**src/rtl/fighter_anim_pkg.sv**
```systemverilog
// Shared types and constants for the fighter animation sequencer and its
// sprite address pipeline.
package fighter_anim_pkg;

    typedef enum logic [1:0] {
        IDLE    = 2'd0,
        WALK    = 2'd1,
        PUNCH   = 2'd2,
        HITSTUN = 2'd3
    } anim_t;

    // Frames per sheet (F) and frame_ticks per frame (T)
    localparam int IDLE_F    = 4;
    localparam int IDLE_T    = 8;
    localparam int WALK_F    = 4;
    localparam int WALK_T    = 6;
    localparam int PUNCH_F   = 3;
    localparam int PUNCH_T   = 4;
    localparam int HITSTUN_F = 2;
    localparam int HITSTUN_T = 6;

    localparam int DEF_BOX_W = 80;
    localparam int DEF_BOX_H = 160;
    localparam int DEF_SPR_W = 60;
    localparam int DEF_SPR_H = 90;

    function automatic logic [1:0] last_frame_of(anim_t a);
        case (a)
            IDLE:    last_frame_of = 2'(IDLE_F - 1);
            WALK:    last_frame_of = 2'(WALK_F - 1);
            PUNCH:   last_frame_of = 2'(PUNCH_F - 1);
            default: last_frame_of = 2'(HITSTUN_F - 1);
        endcase
    endfunction

    function automatic logic [2:0] last_tick_of(anim_t a);
        case (a)
            IDLE:    last_tick_of = 3'(IDLE_T - 1);
            WALK:    last_tick_of = 3'(WALK_T - 1);
            PUNCH:   last_tick_of = 3'(PUNCH_T - 1);
            default: last_tick_of = 3'(HITSTUN_T - 1);
        endcase
    endfunction

endpackage

```
**src/rtl/sprite_addr_gen.sv**
```systemverilog
// Two-stage pipeline: hitbox-relative offset and in-box test, then scaling
// into sprite ROM coordinates with optional horizontal mirroring.
module sprite_addr_gen
    import fighter_anim_pkg::*;
#(
    parameter int BOX_W = DEF_BOX_W,
    parameter int BOX_H = DEF_BOX_H,
    parameter int SPR_W = DEF_SPR_W,
    parameter int SPR_H = DEF_SPR_H
) (
    input  logic        vga_clk,
    input  logic        reset_n,
    input  logic        mirror,
    input  logic [9:0]  pos_x,
    input  logic [9:0]  pos_y,
    input  logic [9:0]  draw_x,
    input  logic [9:0]  draw_y,
    output logic        in_box,
    output logic [12:0] rom_address
);

    logic [10:0] lx;
    logic [10:0] ly;
    logic        in_box_s1_next;

    logic [9:0]  lx_reg;
    logic [9:0]  ly_reg;
    logic        in_box_s1_reg;

    logic [19:0] sx_full;
    logic [19:0] sy_full;
    logic [19:0] col;
    logic [12:0] addr_full;
    logic [12:0] rom_address_next;

    // Bit 10 is the sign: pixels left of / above the box never alias inside it
    assign lx = {1'b0, draw_x} - {1'b0, pos_x};
    assign ly = {1'b0, draw_y} - {1'b0, pos_y};
    assign in_box_s1_next = !lx[10] && (lx < 11'(BOX_W)) &&
                            !ly[10] && (ly < 11'(BOX_H));

    always_ff @(posedge vga_clk or negedge reset_n) begin
        if (!reset_n) begin
            lx_reg        <= '0;
            ly_reg        <= '0;
            in_box_s1_reg <= 1'b0;
        end else begin
            lx_reg        <= lx[9:0];
            ly_reg        <= ly[9:0];
            in_box_s1_reg <= in_box_s1_next;
        end
    end

    always_comb begin
        sx_full   = (20'(lx_reg) * 20'(SPR_W)) / 20'(BOX_W);
        sy_full   = (20'(ly_reg) * 20'(SPR_H)) / 20'(BOX_H);
        col       = mirror ? (20'(SPR_W - 1) - sx_full) : sx_full;
        addr_full = 13'(sy_full * 20'(SPR_W) + col);
        rom_address_next = in_box_s1_reg ? addr_full : 13'd0;
    end

    always_ff @(posedge vga_clk or negedge reset_n) begin
        if (!reset_n) begin
            in_box      <= 1'b0;
            rom_address <= '0;
        end else begin
            in_box      <= in_box_s1_reg;
            rom_address <= rom_address_next;
        end
    end

endmodule

```
**src/rtl/fighter_anim_ctrl.sv**
```systemverilog
// Per-fighter action FSM with frame sequencing, sticky request latching and
// facing control, feeding a sprite address pipeline.
module fighter_anim_ctrl
    import fighter_anim_pkg::*;
#(
    parameter int BOX_W = DEF_BOX_W,
    parameter int BOX_H = DEF_BOX_H,
    parameter int SPR_W = DEF_SPR_W,
    parameter int SPR_H = DEF_SPR_H
) (
    input  logic        vga_clk,
    input  logic        reset_n,
    input  logic        frame_tick,
    input  logic        walk_req,
    input  logic        punch_req,
    input  logic        hit_req,
    input  logic        face_left,
    input  logic [9:0]  pos_x,
    input  logic [9:0]  pos_y,
    input  logic [9:0]  DrawX,
    input  logic [9:0]  DrawY,
    output logic [1:0]  anim_id,
    output logic [1:0]  frame_idx,
    output logic        mirror,
    output logic        busy,
    output logic        in_box,
    output logic [12:0] rom_address
);

    anim_t       state_reg, state_next;
    logic [1:0]  frame_reg, frame_next;
    logic [2:0]  tick_reg, tick_next;
    logic        mirror_reg, mirror_next;
    logic        punch_pend_reg, punch_pend_next;
    logic        hit_pend_reg, hit_pend_next;

    logic        punch_eff;
    logic        hit_eff;
    logic        attack;
    logic        last_tick;
    logic        last_frame;
    logic        finished;
    logic        restart;

    always_ff @(posedge vga_clk or negedge reset_n) begin
        if (!reset_n) begin
            state_reg      <= IDLE;
            frame_reg      <= '0;
            tick_reg       <= '0;
            mirror_reg     <= 1'b0;
            punch_pend_reg <= 1'b0;
            hit_pend_reg   <= 1'b0;
        end else begin
            state_reg      <= state_next;
            frame_reg      <= frame_next;
            tick_reg       <= tick_next;
            mirror_reg     <= mirror_next;
            punch_pend_reg <= punch_pend_next;
            hit_pend_reg   <= hit_pend_next;
        end
    end

    // A request arriving on the tick edge itself is seen by that tick
    assign punch_eff  = punch_pend_reg | punch_req;
    assign hit_eff    = hit_pend_reg | hit_req;
    assign attack     = (state_reg == PUNCH) || (state_reg == HITSTUN);
    assign last_tick  = (tick_reg == last_tick_of(state_reg));
    assign last_frame = (frame_reg == last_frame_of(state_reg));
    assign finished   = attack && last_tick && last_frame;

    always_comb begin
        state_next      = state_reg;
        frame_next      = frame_reg;
        tick_next       = tick_reg;
        mirror_next     = mirror_reg;
        punch_pend_next = punch_eff;
        hit_pend_next   = hit_eff;
        restart         = 1'b0;

        if (frame_tick) begin
            if (hit_eff) begin
                state_next      = HITSTUN;
                restart         = 1'b1;
                hit_pend_next   = 1'b0;
                punch_pend_next = 1'b0;
            end else if (attack && !finished) begin
                state_next = state_reg;
            end else if (punch_eff) begin
                state_next      = PUNCH;
                restart         = 1'b1;
                punch_pend_next = 1'b0;
            end else if (walk_req) begin
                state_next = WALK;
            end else begin
                state_next = IDLE;
            end

            if (restart || (state_next != state_reg)) begin
                frame_next = '0;
                tick_next  = '0;
            end else if (last_tick) begin
                tick_next  = '0;
                frame_next = last_frame ? 2'd0 : frame_reg + 2'd1;
            end else begin
                tick_next = tick_reg + 3'd1;
            end

            // Facing is frozen while attacking or stunned
            if ((state_next == IDLE) || (state_next == WALK)) begin
                mirror_next = face_left;
            end
        end
    end

    assign anim_id   = state_reg;
    assign frame_idx = frame_reg;
    assign mirror    = mirror_reg;
    assign busy      = attack;

    sprite_addr_gen #(
        .BOX_W(BOX_W),
        .BOX_H(BOX_H),
        .SPR_W(SPR_W),
        .SPR_H(SPR_H)
    ) u_addr (
        .vga_clk     (vga_clk),
        .reset_n     (reset_n),
        .mirror      (mirror_reg),
        .pos_x       (pos_x),
        .pos_y       (pos_y),
        .draw_x      (DrawX),
        .draw_y      (DrawY),
        .in_box      (in_box),
        .rom_address (rom_address)
    );

endmodule

```
**config.mk**
```make
export PLATFORM = sky130hd
export DESIGN_NAME = fighter_anim_ctrl
export DESIGN_NICKNAME = d
export VERILOG_FILES = /design/src/rtl/fighter_anim_pkg.sv /design/src/rtl/sprite_addr_gen.sv /design/src/rtl/fighter_anim_ctrl.sv
export SDC_FILE = /design/constraint.sdc
export NUM_CORES = 1
export LEC_CHECK = 0
export ABC_AREA = 1
export CORE_MARGIN = 2
export CORE_UTILIZATION = 55
export DETAILED_ROUTE_END_ITERATION = 7
export PLACE_DENSITY = 0.8
export SYNTH_ARGS = -nofsm -noshare
export SYNTH_HDL_FRONTEND = slang
export SYNTH_SLANG_ARGS = --single-unit
```
**constraint.sdc**
```tcl
create_clock -name vga_clk -period 9.1 [get_ports vga_clk]
set_clock_uncertainty 0.1 [all_clocks]
set_input_delay 0.91 -clock vga_clk [delete_from_list [all_inputs] [get_ports vga_clk]]
set_output_delay 0.91 -clock vga_clk [all_outputs]
set_load 0.1 [all_outputs]
```
[Word level (Yosys, flattened, before mapping)]
Index checks and enable logic that the tools add are counted.
Word-level totals
  flip-flop bits (word level): 45
  bits in latches: 0
  RAM bits: 0
  memory bits (read-only): 0
  bits of input ports: 47
  word-level logic and storage cells: 73
  memories: 0
Operators by class
  $add $sub $neg: 6
  multiply operators: 3
  divide/modulo/power cells: 2
  $lt $le $gt $ge: 2
  equality and inequality tests: 7
  shifts and indexed selects: 0
  mux-type cells: 22
  bitwise logic cells: 2
  reduce and logical (&&, ||, !) cells: 18
Operator list (number)
  $mux 13: 2
  $sub 10x10->11: 2
  $div 16x7->20 const B: 1
  $div 17x8->20 const B: 1
  $mul 20x4->11 const B: 1
  $mul 10x6->16 const B: 1
  $mul 10x4->14 const B: 1
  $mux 2: 7
  $add 13x13->13: 1
  $sub 6x13->13 const A: 1
  $lt 11x7->1 const B: 1
  $lt 11x8->1 const B: 1
  $mux 1: 9
  $logic_and 1x1->1: 6
  $mux 3: 2
  $pmux 3 s2: 1
  $eq 2x1->1 const B: 2
  $eq 2x2->1 const B: 2
  $logic_not 2->1: 2
  $pmux 2 s2: 1
  $reduce_and 2->1: 2
  $add 3x1->3 const B: 1
  $eq 3x3->1: 1
  $logic_not 1->1: 3
  7 further kinds: 10

[Logic depth before layout (Yosys ltp)]
Gate-level depths: netlist of the first run.
  depth in word-level cells: 14
  depth in mapped cells: 78

[By module]
From an unflattened synthesis of the first run, not the netlist that was laid out.
Unflattened totals
  cell total of the unflattened synthesis: 1040
  area total of the unflattened synthesis: 7732.4 um^2
Modules (own cells, without submodules)
  sprite_addr_gen: times used 1, cells an instance 956, area each 7081.8 um^2
  fighter_anim_ctrl: times used 1, cells an instance 84, area each 650.6 um^2

[Least setup slack after synthesis of the first run]
OpenSTA, ideal clock, no wires.
  path type: flip-flop to flip-flop
  start point: reg u_addr.ly_reg[4]
  end point: reg u_addr.rom_address[12]
  arrival time: 9.009 ns
  path slack: -0.126 ns
  cell stages (with the launch flop): 72
  buffers on the path: 0
  clock period less this slack: 9.226 ns
  cell sequence: dfrtp_1 -> ha_1 -> inv_1 -> fa_1 -> fa_1 -> inv_1 -> ha_1 -> a21oi_1 -> nand2_2 -> a21boi_2 -> o21bai_4 -> xor2_2 -> nand2_2 -> nor2_4 -> inv_2 -> nand3_2 -> nand3_1 -> nand2_2 -> (+36 left out) -> o31ai_1 -> nand2_1 -> inv_1 -> nor2_1 -> inv_1 -> a21oi_1 -> nor2_1 -> nor2_1 -> nor2_1 -> nor2_1 -> nor2_1 -> o21ai_0 -> nand2_1 -> xor2_1 -> xor2_1 -> nand2_1 -> nand2_1 -> nor2_1
On the way
  word-level cells in the longest chain between the ends: 5
Ends and longest elaborated chain
  from (decl): line sprite_addr_gen.sv:27  | logic [9:0] ly_reg;
  from (signal assigned): line sprite_addr_gen.sv:49  | ly_reg <= ly[9:0];
  $mul 10x6->16: line sprite_addr_gen.sv:56  | sy_full = (20'(ly_reg) * 20'(SPR_H)) / 20'(BOX_H);
  $div 17x8->20: line sprite_addr_gen.sv:56
  $mul 20x4->11: line sprite_addr_gen.sv:58  | addr_full = 13'(sy_full * 20'(SPR_W) + col);
  $add 13x13->13: line sprite_addr_gen.sv:58
  $mux 13: line sprite_addr_gen.sv:59  | rom_address_next = in_box_s1_reg ? addr_full : 13'd0;
  named net u_addr.rom_address_next[12]: line sprite_addr_gen.sv:34  | logic [12:0] rom_address_next;
  to (signal assigned): line sprite_addr_gen.sv:68  | rom_address <= rom_address_next;
  to (decl): line sprite_addr_gen.sv:19  | output logic [12:0] rom_address
The timed path passes the listed nets, and every way through them passes these cells.
A chain may end at the register's enable or synchronous reset.

[Final worst setup path of the first run]
  start point: reg u_addr.ly_reg[5]
  end point: reg u_addr.rom_address[12]
The elaborated chain is that of the path after synthesis.

==> results of run 1 <==
## placed cells by master, fill, tap and decap left out, types with 4 or more instances in the layout
master / instances
sky130_fd_sc_hd__a21oi_2: 6
sky130_fd_sc_hd__nor2_1: 59
sky130_fd_sc_hd__a21oi_1: 38
sky130_fd_sc_hd__ha_1: 72
sky130_fd_sc_hd__inv_2: 26
sky130_fd_sc_hd__clkdlybuf4s50_1: 65
sky130_fd_sc_hd__nand2_4: 32
sky130_fd_sc_hd__buf_4: 94
sky130_fd_sc_hd__nand2_1: 168
sky130_fd_sc_hd__o21bai_1: 5
sky130_fd_sc_hd__a21oi_4: 7
sky130_fd_sc_hd__buf_6: 16
sky130_fd_sc_hd__xnor2_1: 9
sky130_fd_sc_hd__ha_4: 14
sky130_fd_sc_hd__inv_4: 8
sky130_fd_sc_hd__nand3_2: 20
sky130_fd_sc_hd__o21ai_1: 11
sky130_fd_sc_hd__nor2_2: 4
sky130_fd_sc_hd__nand2_2: 55
sky130_fd_sc_hd__nand3_4: 7
sky130_fd_sc_hd__nand4_1: 17
sky130_fd_sc_hd__o21ai_0: 23
sky130_fd_sc_hd__dfrtp_1: 43
sky130_fd_sc_hd__xor2_1: 38
sky130_fd_sc_hd__nor3_1: 7
sky130_fd_sc_hd__fa_1: 46
sky130_fd_sc_hd__clkbuf_16: 5
sky130_fd_sc_hd__nand3_1: 64
sky130_fd_sc_hd__inv_1: 205
sky130_fd_sc_hd__o21ai_4: 6
sky130_fd_sc_hd__o21ai_2: 8
## tightest hold or removal path: cells and delay by family, from the launching register on
kind             cells  cell delay, ns
AND/OR/NAND/NOR      2            0.14
flip-flops           1            0.33
## final cells by class
cell class	instances	share of cell area, %
tap	176	2.16
timing repair buffer	176	15.1
clock buffer	5	1.23
clock inverter	3	0.467
sequential	45	11.1
inverter	240	9.04
multi-input combinational	754	60.9
## worst paths after layout
| path | start | to | slack (ns) | cells after the start |
|---|---|---|---|---|
| max reg2reg | u_addr.ly_reg[5]$_DFF_PN0_ | u_addr.rom_address[12]$_DFF_PN0_ | -0.95 | 70 |
| max in group asynchronous | reset_n | u_addr.ly_reg[4]$_DFF_PN0_ | 7.50 | 1 |
| min reg2reg | hit_pend_reg$_DFF_PN0_ | hit_pend_reg$_DFF_PN0_ | 0.41 | 2 |
| min | hit_pend_reg$_DFF_PN0_ | hit_pend_reg$_DFF_PN0_ | 0.41 | 2 |
| max | u_addr.ly_reg[5]$_DFF_PN0_ | u_addr.rom_address[12]$_DFF_PN0_ | -0.95 | 70 |
| min in group asynchronous | reset_n | u_addr.rom_address[2]$_DFF_PN0_ | 0.68 | 1 |
## cell families after synthesis
family	Yosys count	share of synthesized area [%]
adder cells (fa/ha/maj)	138	27.6
buffers and inverters	243	12.0
AND/OR/NAND/NOR	444	29.4
XOR/XNOR	54	6.90
AO/OA/AOI/OAI	118	9.30
flip-flops	45	14.8
## per-layer routing
layer	routed length, um	vias up	track usage (%)
li1	-	3623	-
met1	7990	3420	29.3
met2	10200	273	47.9
met3	941	79	3.18
met4	851	0	7.97
met5	0	-	0
## what timing repair did
item | in CTS | in global routing
setup buffers | 37 | 10
gates resized for setup | 72 | 70
endpoints found under the setup margin | 3 | 7
endpoints found under the hold margin | 0 | 0
pin swaps | 55 | 34
## through the flow
| step | utilization [%] | cell area, sq um | setup TNS [ns] |
|---|---|---|---|
| floorplan | - | 7650 | 0 |
| global placement | 67.4 | 8990 | -0.272 |
| detailed placement | 67.4 | 8990 | -0.905 |
| CTS | 73.5 | 9810 | -1.03 |
| global route | 76.3 | 10200 | -6.89 |
| finish | 76.3 | 10200 | -3.48 |
==> impl_metrics.toml, run 1 <==
[grt]
grt_start_max_net_pins = 46
global_route_wire_length_before_repair_um = 30400
antenna_found_initial = 0
vias_in_the_first_global_route = 7113
grt.overflow.total = 0
globalRouteTotalUtil_pct = 25.2

[timing]
final_critical_path_time_including_i_o_delays_and_setup_ns = 10.05
worst_slew_margin_rel_pct = 31.4
finalCritPeriodShare_pct = 110
setup-violations-final = 7
fin_worst_setup_slack_ns = -0.954
maxSlewViolCount = 0
worst_slew_pin_slew_ns = 1.03
setup_repair_after_global_routing_missed_its_margin = "yes"
number_of_hold_violations_in_the_final_report = 0
fmax_ghz = 0.0995
min_hold_slack_ns = 0.408

[synthesis]
synth.top_cell.area_share_pct = 14.8
yosysMostFrequentCell = "sky130_fd_sc_hd__inv_1"
ys_ff_latch = 45
async_reset_ff_share_pct = 100
post-synth-top-area-cell = "sky130_fd_sc_hd__dfrtp_1"
synth_flop_cell = "sky130_fd_sc_hd__dfrtp_1"
netlist_instances = 1042
synth.top_cells.by_count = "215 x sky130_fd_sc_hd__inv_1, 181 x sky130_fd_sc_hd__nand2_1, 89 x sky130_fd_sc_hd__ha_1, 75 x sky130_fd_sc_hd__nand3_1, 62 x sky130_fd_sc_hd__nor2_1"
synth.distinct_cells = 44
synth.yosys.warnings = 0
combined_area_of_all_synthesized_cells_sq_um = 7600
largest_cells_by_area_after_synthesis = "sky130_fd_sc_hd__dfrtp_1 15%, sky130_fd_sc_hd__ha_1 15%, sky130_fd_sc_hd__fa_1 13%"
synth-seq-area-share_pct = 14.8
postSynthAreaPerCell_sq_um = 7.29
syn-num-nets = 1227
edff_count_synth = 0

[finish]
layout-drive-gt1-share_pct = 27.7
multi_input_area_sq_um = 6200
areaGrowthSynthToFinish_pct = 34.0
nNetsFinal = 1407
fillers = 939
largest_reg_flops = 13
layout.cells.non_filler = 1399
seqCellArea_sq_um = 1130
n_antenna_cell = 0

[floorplanning]
io-pin-count = 67
die_x_extent_um = 122
placementRows = 42
die-area_sq_um = 14800
initial_cell_density_of_the_core_pct = 56.9
core_area_sq_um = 13300
dieHeight_um = 122

[outcome]
violations = "setup timing"
status = "complete, but fails checks"

[critical_path]
critPathMaxFanout = 6
cp_slowest_cell = "sky130_fd_sc_hd__fa_2"
endpoint_kind = "flop"
cp_num_buf_inv = 11
critPathRequiredTime_ns = 9.19
critPathMostFrequentCell = "sky130_fd_sc_hd__nand2_4"
cp_slowest_stage_delay_ns = 0.60
worstPathArrival_ns = 10.14
start_kind = "flop"
timing.critical_path.max_delay_family = "simple AND/OR/NAND/NOR gates"
critPathKind = "reg2reg"

[placed_design]
dp_worst_setup_slack_ns = -0.615
routabilityCongestion = 0.839
dpl.cell_count = 1344
place.detailed.hpwl_um = 12700
io_buffers = 66

[detailed_routing]
route.detailed.drc = 0
dr.pass1.iters = 5
routed_wl_um = 20000
drt-vias-per-instance = 5.29
drt_iter0_drc = 426
wire_per_inst_um = 14.3
ant_nets = 0
num_vias = 7395

[clock_network]
worst_setup_hold_path_clk_slew_ns = 0.07
tritoncts = "built"
clockRootBuffer = "sky130_fd_sc_hd__clkbuf_16"
postCtsHoldBufs = 0
clockBufferDepth = 2
cts_inserted_buffers = 5
clk-insertion-delay-late_ns = 0.29
htree_levels = 2
clock-sinks = 45

[job]
drv_cap = 0

[min_path]
holdCritPathClass = "reg2reg"
Power of run 1 is not shown: default switching activity piles up to over one toggle a cycle in this logic, so the estimate is an artifact.
==> run 2: changes to the inputs <==
--- a/config.mk
+++ b/config.mk
@@ -10,6 +10,8 @@
 export CORE_UTILIZATION = 55
 export DETAILED_ROUTE_END_ITERATION = 7
 export PLACE_DENSITY = 0.8
+export SETUP_SLACK_MARGIN = 0.2
 export SYNTH_ARGS = -nofsm -noshare
 export SYNTH_HDL_FRONTEND = slang
 export SYNTH_SLANG_ARGS = --single-unit
+export TNS_END_PERCENT = 5
==> run 2 against run 1 <==
  * The flow still finishes with violations (setup timing)
  * Count of clock-buffer cells in the layout is 1 higher
  * Routed wire length is 8.8% lower
  * Sequential cell count stayed put
  * Die area stayed put
  * Worst hold slack worse by 0.0094 ns
  * First-iteration DRC count is 9.9% lower
  * Cell area is 4.0% lower
  * Register-to-register slack better by 0.13 ns
  * Non-clock buffer count is 29 lower
  * Worst setup slack better by 0.13 ns
  * Global-route usage is 2.4 points lower
  * Critical endpoint unchanged
==> impl_metrics.toml, run 2 (synthesized netlist as in run 1, its figures left out) <==
[timing]
final_critical_path_time_including_i_o_delays_and_setup_ns = 9.92
maxSlewViolCount = 0
setup_repair_after_global_routing_missed_its_margin = "yes"
fmax_ghz = 0.101
fin_worst_setup_slack_ns = -0.823
finalCritPeriodShare_pct = 109
setup-violations-final = 4
worst_slew_margin_rel_pct = 30.7
number_of_hold_violations_in_the_final_report = 0
worst_slew_pin_slew_ns = 1.04
min_hold_slack_ns = 0.398

[grt]
global_route_wire_length_before_repair_um = 27900
vias_in_the_first_global_route = 6553
antenna_found_initial = 0
grt_start_max_net_pins = 46
grt.overflow.total = 0
globalRouteTotalUtil_pct = 22.8

[detailed_routing]
wire_per_inst_um = 13.3
routed_wl_um = 18300
ant_nets = 0
num_vias = 7185
dr.pass1.iters = 5
drt-vias-per-instance = 5.24
route.detailed.drc = 0
drt_iter0_drc = 384

[critical_path]
critPathMaxFanout = 6
worstPathArrival_ns = 10.02
critPathKind = "reg2reg"
critPathRequiredTime_ns = 9.20
endpoint_kind = "flop"
cp_slowest_stage_delay_ns = 0.58
cp_slowest_cell = "sky130_fd_sc_hd__fa_1"
critPathMostFrequentCell = "sky130_fd_sc_hd__nand2_1"
worst_r2r_path_depth = 70
start_kind = "flop"

[clock_network]
cts_inserted_buffers = 5
htree_levels = 2
clk-insertion-delay-late_ns = 0.30
postCtsHoldBufs = 0
clockRootBuffer = "sky130_fd_sc_hd__clkbuf_16"
tritoncts = "built"
clockBufferDepth = 2
worst_setup_hold_path_clk_slew_ns = 0.08
clock-sinks = 45

[min_path]
worst_hold_path.num_cells = 2
holdCritPathClass = "reg2reg"

[placed_design]
place.detailed.hpwl_um = 13100
routabilityCongestion = 0.852
dp_worst_setup_slack_ns = -0.602
placed_area_sq_um = 9020
io_buffers = 66

[floorplanning]
io-pin-count = 67
die-area_sq_um = 14800
placementRows = 42
dieHeight_um = 122
initial_cell_density_of_the_core_pct = 56.9
die_x_extent_um = 122
core_area_sq_um = 13300

[outcome]
status = "complete, but fails checks"
violations = "setup timing"

[finish]
final_design_area_no_fill_sq_um = 9780
layout.cells.most_common_list = "202 x sky130_fd_sc_hd__inv_1, 167 x sky130_fd_sc_hd__nand2_1, 80 x sky130_fd_sc_hd__buf_4, 76 x sky130_fd_sc_hd__ha_1, 66 x sky130_fd_sc_hd__nand3_1"
n_antenna_cell = 0
seqCellArea_sq_um = 1130
fillers = 950
layout-drive-gt1-share_pct = 25.3
multi_input_area_sq_um = 6090
largest_reg_flops = 13
nNetsFinal = 1378
areaGrowthSynthToFinish_pct = 28.7
mostFrequentLayoutCell = "sky130_fd_sc_hd__inv_1"

[job]
drv_cap = 0
## run 2: cell count changes in the layout (fill, tap and decap cells not counted), moves of 4 or more
| cell | previous run | this run |
|---|---|---|
| sky130_fd_sc_hd__nand2_4 | 32 | 27 |
| sky130_fd_sc_hd__inv_2 | 26 | 32 |
| sky130_fd_sc_hd__a21oi_4 | 7 | 3 |
| sky130_fd_sc_hd__buf_4 | 94 | 80 |
| sky130_fd_sc_hd__o21ai_0 | 23 | 28 |
| sky130_fd_sc_hd__buf_6 | 16 | 1 |
| sky130_fd_sc_hd__ha_1 | 72 | 76 |
| sky130_fd_sc_hd__nand2_2 | 55 | 60 |
| sky130_fd_sc_hd__inv_4 | 8 | 4 |
## run 2: final timing paths
kind	start	end	slack, ns
setup / recovery	u_addr.ly_reg[5]$_DFF_PN0_	u_addr.rom_address[12]$_DFF_PN0_	-0.82
hold / removal	hit_pend_reg$_DFF_PN0_	hit_pend_reg$_DFF_PN0_	0.40
setup reg to reg	u_addr.ly_reg[5]$_DFF_PN0_	u_addr.rom_address[12]$_DFF_PN0_	-0.82
hold reg to reg	hit_pend_reg$_DFF_PN0_	hit_pend_reg$_DFF_PN0_	0.40
max in group asynchronous	reset_n	u_addr.ly_reg[7]$_DFF_PN0_	7.49
min in group asynchronous	reset_n	u_addr.rom_address[8]$_DFF_PN0_	0.68
## run 2: per-layer routing
metal	share of wire (%)	vias up	GRT usage, %
met4	3.9	0	4.24
met2	50	230	41.8
met1	41	3328	28.6
met3	4.9	56	3.56
li1	-	3571	-
met5	0	-	0
## run 2: cell type report
type / instances / area share [%]
Clock inverter: 2 / 0.166
Tap cell: 176 / 2.25
Clock buffer: 6 / 1.42
Sequential cell: 45 / 11.6
Timing Repair Buffer: 147 / 13.0
Multi-Input combinational cell: 754 / 62.3
Inverter: 240 / 9.32
## run 2: what timing repair did
| action | CTS | global route |
|---|---|---|
| gates resized for setup | 40 | 59 |
| setup endpoints to repair | 4 | 7 |
| buffers inserted | 7 | 9 |
| pin swaps | 35 | 54 |
## run 2: worst max-delay path: cells and delay by family, from the launching register on
family	cells	cell delay, ns
fa+ha+maj	8	3.43
compound gates	7	0.90
xor+xnor	3	0.60
flops	1	0.45
buf+inv	11	0.77
simple gates	41	3.54
## run 2: stage by stage
step           instances  setup TNS [ns]  utilization (%)
6_report            1370           -1.74             73.3
5_1_grt             1370           -3.76             73.3
4_1_cts             1361          -0.380             71.1
3_5_place_dp        1346          -0.895             67.6
3_3_place_gp        1346          -0.278             67.6
2_1_floorplan       1042               0                -
Power of run 2 is left out for the same reason.
